### src/rtl/cfu_req_adapter_pkg.sv
// Shared types for the CFU request adapter: CFU opcodes, FSM states and a
// saturating counter helper.
package cfu_req_adapter_pkg;

  typedef enum logic [2:0] {
    OP_BIGSUM    = 3'd0,
    OP_SMALLSUM  = 3'd1,
    OP_BIAS      = 3'd2,
    OP_BIAS_RELU = 3'd3,
    OP_CYCLES    = 3'd4,
    OP_TOTAL     = 3'd5,
    OP_CPU       = 3'd6,
    OP_RW        = 3'd7
  } cfu_op_e;

  typedef enum logic [1:0] {
    ST_IDLE  = 2'd0,
    ST_ISSUE = 2'd1,
    ST_RESP  = 2'd2
  } cfu_state_e;

  function automatic logic [15:0] sat_inc16(input logic [15:0] v);
    return (v == 16'hFFFF) ? v : (v + 16'd1);
  endfunction

endpackage

### src/rtl/cfu_req_adapter_if.sv
// CPU command/response and CFU request bundle. The adapter takes the slave
// view; the CPU/CFU environment takes the master view.
interface cfu_req_adapter_if #(parameter int WIDTH = 32);
  logic             cmd_valid;
  logic             cmd_ready;
  logic [2:0]       cmd_op;
  logic [WIDTH-1:0] cmd_rs1;
  logic [WIDTH-1:0] cmd_rs2;
  logic             rsp_valid;
  logic             rsp_ready;
  logic [WIDTH-1:0] rsp_data;
  logic             rsp_err;
  logic             cfu_valid;
  logic [2:0]       cfu_op;
  logic [WIDTH-1:0] cfu_rs1;
  logic [WIDTH-1:0] cfu_rs2;
  logic             cfu_ready;
  logic [WIDTH-1:0] cfu_rd;
  logic             busy;
  logic [15:0]      timeout_cnt;

  modport slave (
    input  cmd_valid, cmd_op, cmd_rs1, cmd_rs2, rsp_ready, cfu_ready, cfu_rd,
    output cmd_ready, rsp_valid, rsp_data, rsp_err, cfu_valid, cfu_op, cfu_rs1,
           cfu_rs2, busy, timeout_cnt
  );

  modport master (
    output cmd_valid, cmd_op, cmd_rs1, cmd_rs2, rsp_ready, cfu_ready, cfu_rd,
    input  cmd_ready, rsp_valid, rsp_data, rsp_err, cfu_valid, cfu_op, cfu_rs1,
           cfu_rs2, busy, timeout_cnt
  );
endinterface

### src/rtl/cfu_req_adapter_cmd_fifo.sv
// Synchronous command FIFO. Flags are registered, so a pushed entry becomes
// visible the cycle after the push and o_ready never reflects a same-cycle pop.
module cfu_cmd_fifo #(
  parameter int W     = 67,
  parameter int DEPTH = 2
) (
  input  logic         i_clk,
  input  logic         i_rst,
  input  logic         i_push,
  input  logic [W-1:0] i_data,
  input  logic         i_pop,
  output logic [W-1:0] o_data,
  output logic         o_empty,
  output logic         o_ready
);
  localparam int AW = (DEPTH > 1) ? $clog2(DEPTH) : 1;

  logic [W-1:0]  mem_q [DEPTH];
  logic [W-1:0]  mem_d [DEPTH];
  logic [AW-1:0] wr_ptr_q, wr_ptr_d;
  logic [AW-1:0] rd_ptr_q, rd_ptr_d;
  logic [AW:0]   cnt_q, cnt_d;
  logic          empty_q, empty_d;
  logic          ready_q, ready_d;
  logic          push_s, pop_s;

  // Pointer, occupancy and flag next-state.
  always_comb begin
    mem_d    = mem_q;
    wr_ptr_d = wr_ptr_q;
    rd_ptr_d = rd_ptr_q;
    push_s   = i_push && ready_q;
    pop_s    = i_pop && !empty_q;
    if (push_s) begin
      mem_d[wr_ptr_q] = i_data;
      wr_ptr_d        = wr_ptr_q + AW'(1);
    end else begin
      wr_ptr_d = wr_ptr_q;
    end
    if (pop_s) begin
      rd_ptr_d = rd_ptr_q + AW'(1);
    end else begin
      rd_ptr_d = rd_ptr_q;
    end
    cnt_d   = cnt_q + (AW+1)'(push_s) - (AW+1)'(pop_s);
    empty_d = (cnt_d == (AW+1)'(0));
    ready_d = (cnt_d != (AW+1)'(DEPTH));
  end

  // State registers; storage needs no reset since empty_q guards reads.
  always_ff @(posedge i_clk) begin
    mem_q <= mem_d;
    if (i_rst) begin
      wr_ptr_q <= {AW{1'b0}};
      rd_ptr_q <= {AW{1'b0}};
      cnt_q    <= {(AW+1){1'b0}};
      empty_q  <= 1'b1;
      ready_q  <= 1'b0;
    end else begin
      wr_ptr_q <= wr_ptr_d;
      rd_ptr_q <= rd_ptr_d;
      cnt_q    <= cnt_d;
      empty_q  <= empty_d;
      ready_q  <= ready_d;
    end
  end

  assign o_data  = mem_q[rd_ptr_q];
  assign o_empty = empty_q;
  assign o_ready = ready_q;
endmodule

### src/rtl/cfu_req_adapter.sv
// CPU-to-CFU request adapter: buffers commands, drives the CFU level
// valid/ready protocol with a mandatory valid-low gap, and times out a stuck CFU.
module cfu_req_adapter
  import cfu_req_adapter_pkg::*;
#(
  parameter int WIDTH      = 32,
  parameter int FIFO_DEPTH = 2,
  parameter int TIMEOUT    = 64
) (
  input logic             i_clk,
  input logic             i_rst,
  cfu_req_adapter_if.slave bus
);
  localparam int FW = 3 + 2 * WIDTH;
  localparam int TW = $clog2(TIMEOUT);
  localparam logic [TW-1:0] TIMER_LAST = TW'(TIMEOUT - 1);

  logic [FW-1:0] fifo_data_s;
  logic          fifo_empty_s;
  logic          fifo_ready_s;
  logic          pop_s;

  cfu_state_e       state_q, state_d;
  logic             cfu_valid_q, cfu_valid_d;
  logic [2:0]       op_q, op_d;
  logic [WIDTH-1:0] rs1_q, rs1_d;
  logic [WIDTH-1:0] rs2_q, rs2_d;
  logic [TW-1:0]    timer_q, timer_d;
  logic             rsp_valid_q, rsp_valid_d;
  logic [WIDTH-1:0] rsp_data_q, rsp_data_d;
  logic             rsp_err_q, rsp_err_d;
  logic [15:0]      tcnt_q, tcnt_d;

  cfu_cmd_fifo #(
    .W     (FW),
    .DEPTH (FIFO_DEPTH)
  ) u_fifo (
    .i_clk   (i_clk),
    .i_rst   (i_rst),
    .i_push  (bus.cmd_valid),
    .i_data  ({bus.cmd_op, bus.cmd_rs1, bus.cmd_rs2}),
    .i_pop   (pop_s),
    .o_data  (fifo_data_s),
    .o_empty (fifo_empty_s),
    .o_ready (fifo_ready_s)
  );

  // FSM next-state; issuing pops the FIFO head into the CFU operand registers.
  always_comb begin
    state_d     = state_q;
    cfu_valid_d = cfu_valid_q;
    op_d        = op_q;
    rs1_d       = rs1_q;
    rs2_d       = rs2_q;
    timer_d     = timer_q;
    rsp_valid_d = rsp_valid_q;
    rsp_data_d  = rsp_data_q;
    rsp_err_d   = rsp_err_q;
    tcnt_d      = tcnt_q;
    pop_s       = 1'b0;
    case (state_q)
      ST_IDLE: begin
        if (!fifo_empty_s) begin
          pop_s       = 1'b1;
          state_d     = ST_ISSUE;
          cfu_valid_d = 1'b1;
          op_d        = fifo_data_s[FW-1 -: 3];
          rs1_d       = fifo_data_s[2*WIDTH-1 -: WIDTH];
          rs2_d       = fifo_data_s[WIDTH-1:0];
          timer_d     = {TW{1'b0}};
        end else begin
          cfu_valid_d = 1'b0;
        end
      end
      ST_ISSUE: begin
        // Ready is checked first so a response on the last allowed cycle is not an error.
        if (bus.cfu_ready) begin
          state_d     = ST_RESP;
          cfu_valid_d = 1'b0;
          rsp_valid_d = 1'b1;
          rsp_data_d  = bus.cfu_rd;
          rsp_err_d   = 1'b0;
        end else if (timer_q == TIMER_LAST) begin
          state_d     = ST_RESP;
          cfu_valid_d = 1'b0;
          rsp_valid_d = 1'b1;
          rsp_data_d  = {WIDTH{1'b0}};
          rsp_err_d   = 1'b1;
          tcnt_d      = sat_inc16(tcnt_q);
        end else begin
          timer_d = timer_q + TW'(1);
        end
      end
      ST_RESP: begin
        if (bus.rsp_ready) begin
          rsp_valid_d = 1'b0;
          if (!fifo_empty_s) begin
            pop_s       = 1'b1;
            state_d     = ST_ISSUE;
            cfu_valid_d = 1'b1;
            op_d        = fifo_data_s[FW-1 -: 3];
            rs1_d       = fifo_data_s[2*WIDTH-1 -: WIDTH];
            rs2_d       = fifo_data_s[WIDTH-1:0];
            timer_d     = {TW{1'b0}};
          end else begin
            state_d = ST_IDLE;
          end
        end else begin
          rsp_valid_d = 1'b1;
        end
      end
      default: begin
        state_d     = ST_IDLE;
        cfu_valid_d = 1'b0;
        rsp_valid_d = 1'b0;
      end
    endcase
  end

  // FSM and output registers.
  always_ff @(posedge i_clk) begin
    if (i_rst) begin
      state_q     <= ST_IDLE;
      cfu_valid_q <= 1'b0;
      op_q        <= 3'd0;
      rs1_q       <= {WIDTH{1'b0}};
      rs2_q       <= {WIDTH{1'b0}};
      timer_q     <= {TW{1'b0}};
      rsp_valid_q <= 1'b0;
      rsp_data_q  <= {WIDTH{1'b0}};
      rsp_err_q   <= 1'b0;
      tcnt_q      <= 16'd0;
    end else begin
      state_q     <= state_d;
      cfu_valid_q <= cfu_valid_d;
      op_q        <= op_d;
      rs1_q       <= rs1_d;
      rs2_q       <= rs2_d;
      timer_q     <= timer_d;
      rsp_valid_q <= rsp_valid_d;
      rsp_data_q  <= rsp_data_d;
      rsp_err_q   <= rsp_err_d;
      tcnt_q      <= tcnt_d;
    end
  end

  assign bus.cmd_ready   = fifo_ready_s;
  assign bus.cfu_valid   = cfu_valid_q;
  assign bus.cfu_op      = op_q;
  assign bus.cfu_rs1     = rs1_q;
  assign bus.cfu_rs2     = rs2_q;
  assign bus.rsp_valid   = rsp_valid_q;
  assign bus.rsp_data    = rsp_data_q;
  assign bus.rsp_err     = rsp_err_q;
  assign bus.timeout_cnt = tcnt_q;
  assign bus.busy        = (state_q != ST_IDLE) || !fifo_empty_s;
endmodule

### src/flat_wrapper.sv
// flat-port wrapper written by rule: the top's interface ports become plain ports
module cfu_req_adapter_flat import cfu_req_adapter_pkg::*;
#(
  parameter int WIDTH      = 32,
  parameter int FIFO_DEPTH = 2,
  parameter int TIMEOUT    = 64
)
  (i_clk, i_rst, bus_cmd_valid, bus_cmd_op, bus_cmd_rs1, bus_cmd_rs2, bus_rsp_ready, bus_cfu_ready, bus_cfu_rd, bus_cmd_ready, bus_rsp_valid, bus_rsp_data, bus_rsp_err, bus_cfu_valid, bus_cfu_op, bus_cfu_rs1, bus_cfu_rs2, bus_busy, bus_timeout_cnt);
  cfu_req_adapter_if #(.WIDTH(WIDTH)) bus_i ();
  input logic i_clk;
  input logic i_rst;
  input wire logic [$bits(bus_i.cmd_valid)-1:0] bus_cmd_valid;
  input wire logic [$bits(bus_i.cmd_op)-1:0] bus_cmd_op;
  input wire logic [$bits(bus_i.cmd_rs1)-1:0] bus_cmd_rs1;
  input wire logic [$bits(bus_i.cmd_rs2)-1:0] bus_cmd_rs2;
  input wire logic [$bits(bus_i.rsp_ready)-1:0] bus_rsp_ready;
  input wire logic [$bits(bus_i.cfu_ready)-1:0] bus_cfu_ready;
  input wire logic [$bits(bus_i.cfu_rd)-1:0] bus_cfu_rd;
  output wire logic [$bits(bus_i.cmd_ready)-1:0] bus_cmd_ready;
  output wire logic [$bits(bus_i.rsp_valid)-1:0] bus_rsp_valid;
  output wire logic [$bits(bus_i.rsp_data)-1:0] bus_rsp_data;
  output wire logic [$bits(bus_i.rsp_err)-1:0] bus_rsp_err;
  output wire logic [$bits(bus_i.cfu_valid)-1:0] bus_cfu_valid;
  output wire logic [$bits(bus_i.cfu_op)-1:0] bus_cfu_op;
  output wire logic [$bits(bus_i.cfu_rs1)-1:0] bus_cfu_rs1;
  output wire logic [$bits(bus_i.cfu_rs2)-1:0] bus_cfu_rs2;
  output wire logic [$bits(bus_i.busy)-1:0] bus_busy;
  output wire logic [$bits(bus_i.timeout_cnt)-1:0] bus_timeout_cnt;
  assign bus_i.cmd_valid = bus_cmd_valid;
  assign bus_i.cmd_op = bus_cmd_op;
  assign bus_i.cmd_rs1 = bus_cmd_rs1;
  assign bus_i.cmd_rs2 = bus_cmd_rs2;
  assign bus_i.rsp_ready = bus_rsp_ready;
  assign bus_i.cfu_ready = bus_cfu_ready;
  assign bus_i.cfu_rd = bus_cfu_rd;
  assign bus_cmd_ready = bus_i.cmd_ready;
  assign bus_rsp_valid = bus_i.rsp_valid;
  assign bus_rsp_data = bus_i.rsp_data;
  assign bus_rsp_err = bus_i.rsp_err;
  assign bus_cfu_valid = bus_i.cfu_valid;
  assign bus_cfu_op = bus_i.cfu_op;
  assign bus_cfu_rs1 = bus_i.cfu_rs1;
  assign bus_cfu_rs2 = bus_i.cfu_rs2;
  assign bus_busy = bus_i.busy;
  assign bus_timeout_cnt = bus_i.timeout_cnt;
  cfu_req_adapter #(.WIDTH(WIDTH), .FIFO_DEPTH(FIFO_DEPTH), .TIMEOUT(TIMEOUT)) u_core (.i_clk(i_clk), .i_rst(i_rst), .bus(bus_i));
endmodule
### config.mk
export PLATFORM = sky130hd
export DESIGN_NAME = cfu_req_adapter_flat
export DESIGN_NICKNAME = d
export VERILOG_FILES = /design/src/rtl/cfu_req_adapter_pkg.sv /design/src/rtl/cfu_req_adapter_if.sv /design/src/rtl/cfu_req_adapter_cmd_fifo.sv /design/src/rtl/cfu_req_adapter.sv /design/src/flat_wrapper.sv
export SDC_FILE = /design/constraint.sdc
export NUM_CORES = 1
export LEC_CHECK = 0
export CAP_MARGIN = 25
export CORE_UTILIZATION = 40
export CTS_CLUSTER_SIZE = 28
export DETAILED_ROUTE_END_ITERATION = 7
export PLACE_DENSITY_LB_ADDON = 0.1
export SYNTH_ARGS = -nofsm -noshare
export SYNTH_HDL_FRONTEND = slang
export SYNTH_SLANG_ARGS = --single-unit
### constraint.sdc
create_clock -name i_clk -period 6.15 [get_ports i_clk]
set_input_delay 1.845 -clock i_clk [delete_from_list [all_inputs] [get_ports i_clk]]
set_output_delay 1.845 -clock i_clk [all_outputs]
set_load 0.01 [all_outputs]
==> impl_metrics.yaml, run 1 <==
synth:
  synth_edf_count: 134
  syn_area_um2: 9660
  avgSynthCellArea_um2: 13.1
  synth-seq-cells: 266
  synth_warnings: 0
  seq_area_frac_synth_pct: 69.0
  yosys.area.top_type_share_pct: 41.6
  synthTopCellsByCount: "edfxtp_1 (134), dfxtp_1 (132), nor2_1 (123), a211oi_1 (70), mux2i_1 (69)"
  yosysMostFrequentCell: "edfxtp_1"
  yosysTopAreaCell: "edfxtp_1"
  synth_cell_types: 47
  synthesis.instances: 735
  async_reset_ff_share_pct: 0
  synth_flop_cell: "edfxtp_1"
  syn_nets: 849
  synthTopCellsByArea: "edfxtp_1 (42%), dfxtp_1 (27%), mux2i_1 (7.1%), a211oi_1 (5.4%), nor2_1 (4.8%)"
final_layout:
  ff_latch_area_um2: 6670
  final_nets: 1067
  multiInputGateArea_um2: 2810
  final_util_pct: 56.3
  antenna_cells: 0
  final_area_um2: 13300
  drive_gt1_share_pct: 7.38
  synthToLayoutAreaGrowth_pct: 37.6
  nFillCells: 1999
  finalNonFillerCells: 1295
worst_setup_path:
  end_kind: "output port"
  critPathSlowestCell: "clkdlybuf4s50_1"
  path_max_fanout: 6
  arrival_ps: 1950
  worstSetupPathType: "reg2out"
  crit_path_start_kind: "flip-flop"
  crit_chain: "inv_1 -> ha_1 -> nand2_1 -> clkdlybuf4s50_1"
  crit_required_ps: 4300
  slowest_delay_ps: 540
  ff2ff_setup_slack_ps: 3790
detailed_routing:
  drt_iter0_drc: 299
  wire_per_inst_um: 15.7
  routed_via_density: 4.88
  first_pass_iters: 4
  ant_nets: 0
  wirelength_um: 20400
  drc: 0
  route.vias.total: 6319
placement:
  place_inst: 1239
  dpl-instance-area_um2: 12200
  place.gp.congestion: 0.721
  hpwl_um: 12500
  numPortBuffers: 223
  dp_worst_setup_slack_ps: 2060
min_path:
  hp-class: "reg2reg"
grt:
  grt_overflow: 0
  grt_pass1_wl_um: 31500
  track_usage_pct: 16.2
  grt_max_degree: 74
  antenna_found_initial: 0
  grt_pass1_vias: 6056
power:
  vdd_drop_max_v: 0.000268
  sw_frac_of_total_pct: 29.1
  p_int_mw: 4.16
  clockPowerShare_pct: 30.5
  finalPower_mw: 5.87
  comb_power_share_pct: 27.9
  p_sw_mw: 1.71
  p_per_area_nw_per_um2: 442
  p_leak_nw: 4.51
  seqPwrFrac_pct: 41.6
die:
  die_w_um: 157
  die_y_um: 157
  initial_utilization_pct: 40.9
  core_area_um2: 23600
  io_pins: 224
  dieArea_um2: 24800
  fp-row-count: 56
sta:
  finalSetupViolCount: 0
  drv_slew: 0
  hold_viol: 0
  rsz0062_at_grt: "no"
  timing.setup.tns_ps: 0
  clock_skew_ps: 11.8
  holdWs_ps: 491
  timing.final.crit_share_pct: 61.7
  fmax_ghz: 0.263
  period_needed_ps: 3800
  timing.final.ws_setup_ps: 2350
  max_slew_margin_pct: 42.4
  worstMarginPinSlew_ps: 865
clock_tree:
  post_cts_resize_count: 0
  cts.htree.levels: 1
  hold_buffers: 0
  postCtsSetupBuffers: 0
  cts.clk_slew.worst_paths_ps: 60
  cts_tree: "done"
  cts_buffers: 29
  cts_buffer_depth: 3
  clkLatencyLatePin_ps: 550
  ctsRootBufferMaster: "clkbuf_16"
  cts_sinks: 266
flow_run:
  max_cap_violations: 0
outcome:
  status: "completed"
logic make-up after synthesis:
logic type	after synthesis	synth area share, %
buffers and inverters	53	2.20
XOR/XNOR	15	1.36
AO/OA/AOI/OAI	144	10.7
multiplexers	69	7.15
AND/OR/NAND/NOR	178	8.35
flip-flops	266	69.0
adder cells (fa/ha/maj)	10	1.29
path summary, 6_finish.rpt:
check,endpoint,cells after the start,start
min reg2reg,u_core.bus.rsp_data[22],2,u_core.bus.rsp_data[22]
max,bus_busy,4,u_core.state_q[0]
min,u_core.bus.rsp_data[22],2,u_core.bus.rsp_data[22]
max reg2reg,u_core.bus.timeout_cnt[15],7,u_core.state_q[1]
routing by layer:
layer	global-route usage, %	routed length [um]	part of all wire [%]
met5	0	0	0
met4	4.25	451	2.2
met2	27.3	9790	48
met1	20.1	8530	42
met3	4.98	1590	7.8
cells in the final DEF, fill, tap and decap left out, types with 2 or more instances in the layout:
master / n
clkinvlp_4: 2
a22oi_1: 32
nor2_1: 122
nand3_1: 7
nand4_1: 2
nor2b_1: 2
and4_1: 5
xor2_1: 5
ha_1: 10
o211ai_1: 2
bufinv_16: 5
a21oi_1: 12
clkinv_2: 7
dfxtp_1: 131
a211oi_1: 70
inv_1: 7
nand2_1: 13
o21ai_0: 11
o2111ai_1: 2
nor3_1: 5
clkbuf_8: 2
clkinv_1: 4
nand2b_1: 2
clkdlybuf4s50_1: 222
nor4_1: 3
clkbuf_16: 29
o22ai_1: 2
buf_12: 6
buf_4: 5
edfxtp_1: 134
a21o_1: 3
mux2i_1: 69
xnor2_1: 10
or3_1: 6
clkbuf_1: 3
power by group through the flow:
| stage | Sequential, mW | Clock [mW] | Combinational (mW) |
|---|---|---|---|
| global placement | 2.48 | 0 | 1.63 |
| detailed placement | 2.48 | 0 | 1.65 |
| finish | 2.44 | 1.79 | 1.64 |
| floorplan | 2.51 | 0 | 0.853 |
| global route | 2.49 | 1.92 | 1.80 |
| CTS | 2.45 | 1.84 | 1.65 |
sequential cells by signal (all words and copies together) (netlist names):
name and count:
u_core.bus.rsp_err 1, u_core.u_fifo.rd_ptr_q 1, u_core.u_fifo.o_empty 1, u_core.timer_q 6, u_core.bus.cfu_valid 1, u_core.state_q 2, u_core.u_fifo.wr_ptr_q 1, u_core.bus.rsp_valid 1
u_core.bus.cfu_op 3, u_core.u_fifo.o_ready 1, u_core.u_fifo.mem_q 134, u_core.bus.cfu_rs2 32, u_core.bus.cfu_rs1 32, u_core.u_fifo.cnt_q 2, u_core.bus.timeout_cnt 16, u_core.bus.rsp_data 32
worst max-delay path: cells and delay by family (launching register included):
family        cells  cell delay, ps
simple gates      1             120
flops             1             380
buf+inv           2             650
fa+ha+maj         1             270
final cells by class:
class | count | share of cell area (%)
multi-input cells | 416 | 21.1
inverters | 7 | 0.198
clock buffers | 34 | 5.75
flip-flops and latches | 266 | 50.2
well taps | 319 | 3.00
repair buffers | 233 | 17.9
clock inverters | 20 | 1.84
No activity file was read; power rests on OpenSTA's default activity.
==> run 2, diff against run 1 <==
Clock period 6.15 ns to 3.21 ns, I/O delays scaled along.
==> run 2 against run 1 <==
Combinational power rose by 96%. First-iteration DRC count rose by 6.4%. Count of clock-buffer cells in the layout rose by 7. Hold slack better by 2.3 ps. Largest cell class unchanged.
==> impl_metrics.yaml, run 2 (synthesis gave the netlist of run 1 again) <==
power:
  sw_frac_of_total_pct: 29.0
  p_per_area_nw_per_um2: 840
  seqPwrFrac_pct: 41.5
  comb_power_share_pct: 28.8
  vdd_drop_max_v: 0.000468
  p_sw_mw: 3.25
  p_int_mw: 7.95
  clockPowerShare_pct: 29.7
  p_leak_nw: 4.53
clock_tree:
  ctsRootBufferMaster: "clkbuf_16"
  hold_buffers: 0
  cts.htree.levels: 1
  cts.clk_slew.worst_paths_ps: 60
  cts_buffers: 29
  postCtsSetupBuffers: 0
  post_cts_resize_count: 0
  cts_buffer_depth: 3
  clkLatencyLatePin_ps: 540
  cts_tree: "done"
  cts_sinks: 266
sta:
  worstMarginPinSlew_ps: 585
  clock_skew_ps: 12.8
  finalSetupViolCount: 0
  fmax_ghz: 0.346
  timing.final.crit_share_pct: 90.1
  period_needed_ps: 2890
  timing.final.ws_setup_ps: 318
  rsz0062_at_grt: "no"
  drv_slew: 0
  max_slew_margin_pct: 61.0
  hold_viol: 0
  timing.setup.tns_ps: 0
die:
  die_y_um: 157
  core_area_um2: 23600
  dieArea_um2: 24800
  die_w_um: 157
  io_pins: 224
  initial_utilization_pct: 40.9
  fp-row-count: 56
grt:
  antenna_found_initial: 0
  grt_pass1_wl_um: 32100
  grt_max_degree: 76
  grt_overflow: 0
  track_usage_pct: 16.5
  grt_pass1_vias: 6018
placement:
  dpl-instance-area_um2: 12400
  dp_worst_setup_slack_ps: 289
  numPortBuffers: 223
  place.gp.congestion: 0.742
  hpwl_um: 13200
  place_inst: 1247
worst_setup_path:
  worstSetupPathType: "reg2out"
  path_max_fanout: 6
  arrival_ps: 1930
  crit_required_ps: 2250
  end_kind: "output port"
  crit_path_start_kind: "flip-flop"
final_layout:
  drive_gt1_share_pct: 7.13
  final_nets: 1073
  layout_commonest_cell: "clkdlybuf4s50_1"
  largest_reg_flops: 134
  finalNonFillerCells: 1301
  antenna_cells: 0
  layout_common_cells: "clkdlybuf4s50_1 (222), edfxtp_1 (134), dfxtp_1 (131)"
  largest-register: "u_core.u_fifo.mem_q"
  final_area_um2: 13300
  final_util_pct: 56.5
  synthToLayoutAreaGrowth_pct: 38.0
detailed_routing:
  first_pass_iters: 4
  routed_via_density: 4.93
  drt_iter0_drc: 318
  wirelength_um: 20900
  wire_per_inst_um: 16.1
  ant_nets: 0
  drc: 0
  route.vias.total: 6416
outcome:
  status: "completed"
flow_run:
  max_cap_violations: 0
min_path:
  hp-class: "reg2reg"
## run 2: final timing paths
kind,slack [ps],end,start,cells past startpoint
worst min-delay path,490,u_core.bus.rsp_data[12],u_core.bus.rsp_data[12],2
worst max-delay path,320,bus_busy,u_core.state_q[0],4
worst min register to register,490,u_core.bus.rsp_data[12],u_core.bus.rsp_data[12],2
worst max register to register,790,u_core.bus.timeout_cnt[14],u_core.state_q[1],7
## run 2: power groups by stage
stage                     logic [mW]  registers [mW]  clock network (mW)
after detailed placement        3.27            4.72                   0
after global placement          3.25            4.71                   0
after floorplan                 1.64            4.79                   0
final                           3.22            4.65                3.32
after CTS                       3.29            4.66                3.42
after global routing            3.52            4.72                3.55
## run 2: final cells by class
class,instances,area [um2]
Fill cell,1976,10300
Sequential cell,266,6670
Multi-Input combinational cell,416,2810
Timing Repair Buffer,239,2460
Clock buffer,41,801
Tap cell,319,399
Clock inverter,13,161
Inverter,7,26.3
## run 2: critical path, stage by stage (launching register included)
cell and delay (ps):
dfxtp_1 380, inv_1 110, ha_1 260, nand2_1 90
clkdlybuf4s50_1 550
## run 2: per-layer routing
layer	up-vias	global-route usage [%]	wire length, um
li1	3184	-	-
met1	3037	20.7	9110
met2	169	27.5	9810
met3	26	5.15	1590
met4	0	4.07	380
met5	-	0	0
## run 2: stage by stage
stage	total power, mW	hold slack (ps)
after floorplan	6.43	466
after global placement	7.96	479
after detailed placement	7.98	483
after CTS	11.4	493
after global routing	11.8	516
final	11.2	494
==> run 3, diff against run 2 <==
Clock period 3.21 ns to 2.5 ns, I/O delays scaled along.
==> run 3 against run 2 <==
Cell count up 0.77%. Critical path depth stayed put. Hold slack gained 2.7 ps. First-iteration DRC count is 15% higher. Clock power grew 25%. Global-route usage is 0.36 points higher. Flip-flop and latch count did not move. Non-clock buffer count up 12. Largest cell class unchanged. Via count grew 0.56%.
==> impl_metrics.yaml, run 3 (synthesis gave the netlist of run 1 again) <==
sta:
  fmax_ghz: 0.417
  max_slew_margin_pct: 71.9
  hold_viol: 0
  holdWs_ps: 496
  worstMarginPinSlew_ps: 422
  rsz0062_at_grt: "no"
  clock_skew_ps: 14.7
  finalSetupViolCount: 0
  timing.final.crit_share_pct: 96.0
  drv_slew: 0
  period_needed_ps: 2400
final_layout:
  synthToLayoutAreaGrowth_pct: 39.6
  largest_reg_flops: 134
  antenna_cells: 0
  layout_commonest_cell: "clkdlybuf4s50_1"
  finalNonFillerCells: 1311
  layout_common_cells: "clkdlybuf4s50_1 (221), edfxtp_1 (134), dfxtp_1 (130)"
  drive_gt1_share_pct: 8.87
  final_nets: 1084
  largest-register: "u_core.u_fifo.mem_q"
detailed_routing:
  wire_per_inst_um: 15.9
  drt_iter0_drc: 366
  routed_via_density: 4.92
  ant_nets: 0
  wirelength_um: 20900
  drc: 0
  first_pass_iters: 5
  route.vias.total: 6452
outcome:
  status: "completed"
worst_setup_path:
  arrival_ps: 1650
  crit_required_ps: 1750
  worstSetupPathType: "reg2out"
  crit_path_start_kind: "flip-flop"
  path_max_fanout: 6
  end_kind: "output port"
clock_tree:
  cts.clk_slew.worst_paths_ps: 50
  clkLatencyLatePin_ps: 540
  postCtsSetupBuffers: 0
  ctsRootBufferMaster: "clkbuf_16"
  cts_buffer_depth: 3
  cts_sinks: 266
  cts.htree.levels: 1
  cts_buffers: 28
  cts_tree: "done"
grt:
  grt_pass1_vias: 6216
  grt_pass1_wl_um: 32700
  grt_overflow: 0
  track_usage_pct: 16.8
  grt_max_degree: 87
  antenna_found_initial: 0
power:
  seqPwrFrac_pct: 40.7
  clockPowerShare_pct: 28.8
  sw_frac_of_total_pct: 29.1
  vdd_drop_max_v: 0.000563
  p_sw_mw: 4.21
  p_per_area_nw_per_um2: 1070
  p_int_mw: 10.2
  comb_power_share_pct: 30.5
  p_leak_nw: 4.62
placement:
  place_inst: 1259
  numPortBuffers: 223
  place.gp.congestion: 0.719
  hpwl_um: 13200
die:
  die_w_um: 157
  core_area_um2: 23600
  die_y_um: 157
  io_pins: 224
  fp-row-count: 56
  dieArea_um2: 24800
  initial_utilization_pct: 40.9
flow_run:
  max_cap_violations: 0
min_path:
  hp-class: "reg2reg"
run 3: final timing paths:
path | from | endpoint | slack [ps] | depth (start not counted)
worst max-delay path | u_core.state_q[1] | bus_busy | 100 | 4
worst min-delay path | u_core.bus.rsp_valid | u_core.bus.rsp_valid | 500 | 2
worst max register to register | u_core.state_q[0] | u_core.u_fifo.o_empty | 370 | 11
worst min register to register | u_core.bus.rsp_valid | u_core.bus.rsp_valid | 500 | 2
run 3: critical path, cell delays in order, from the launching register on:
cell,delay [ps]
dfxtp_1,380
inv_1,110
ha_1,260
nand2_1,90
dlygate4sd2_1,290
run 3: area by class of cell:
| class | count | area, um2 |
|---|---|---|
| sequential | 266 | 6670 |
| timing repair buffer | 251 | 2630 |
| tap | 319 | 399 |
| fill | 2020 | 10100 |
| clock buffer | 42 | 843 |
| inverter | 7 | 26.3 |
| clock inverter | 10 | 108 |
| multi-input combinational | 416 | 2810 |
run 3: routing by layer:
metal  share of wire [%]  track usage (%)
met5                   0                0
met4                 2.3             4.99
met3                 7.5             4.85
met2                  46             27.3
met1                  44             21.7
run 3: timing repair:
| action | in CTS | in global routing |
|---|---|---|
| setup endpoints to repair | 1 | 0 |
| resized for setup | 2 | 0 |
| hold buffers | 0 | 0 |
run 3: through the flow:
step | setup WS (ps) | total power, mW | TNS, ps | utilization [%] | instance area, um2
2_1_floorplan | 213 | 8.25 | 0 | - | 9670
3_3_place_gp | -112 | 10.4 | -989 | 53.1 | 12500
3_5_place_dp | -133 | 10.4 | -1150 | 53.1 | 12500
4_1_cts | 71.4 | 14.7 | 0 | 57.1 | 13500
5_1_grt | 10.4 | 15.3 | 0 | 57.1 | 13500
6_report | 101 | 14.5 | 0 | 57.1 | 13500
run 3: power groups by stage:
stage / registers (mW) / clock network, mW / logic, mW
finish: 5.88 / 4.16 / 4.41
global route: 5.97 / 4.46 / 4.83
CTS: 5.88 / 4.29 / 4.50
detailed placement: 5.96 / 0 / 4.49
global placement: 5.95 / 0 / 4.46
floorplan: 6.14 / 0 / 2.10
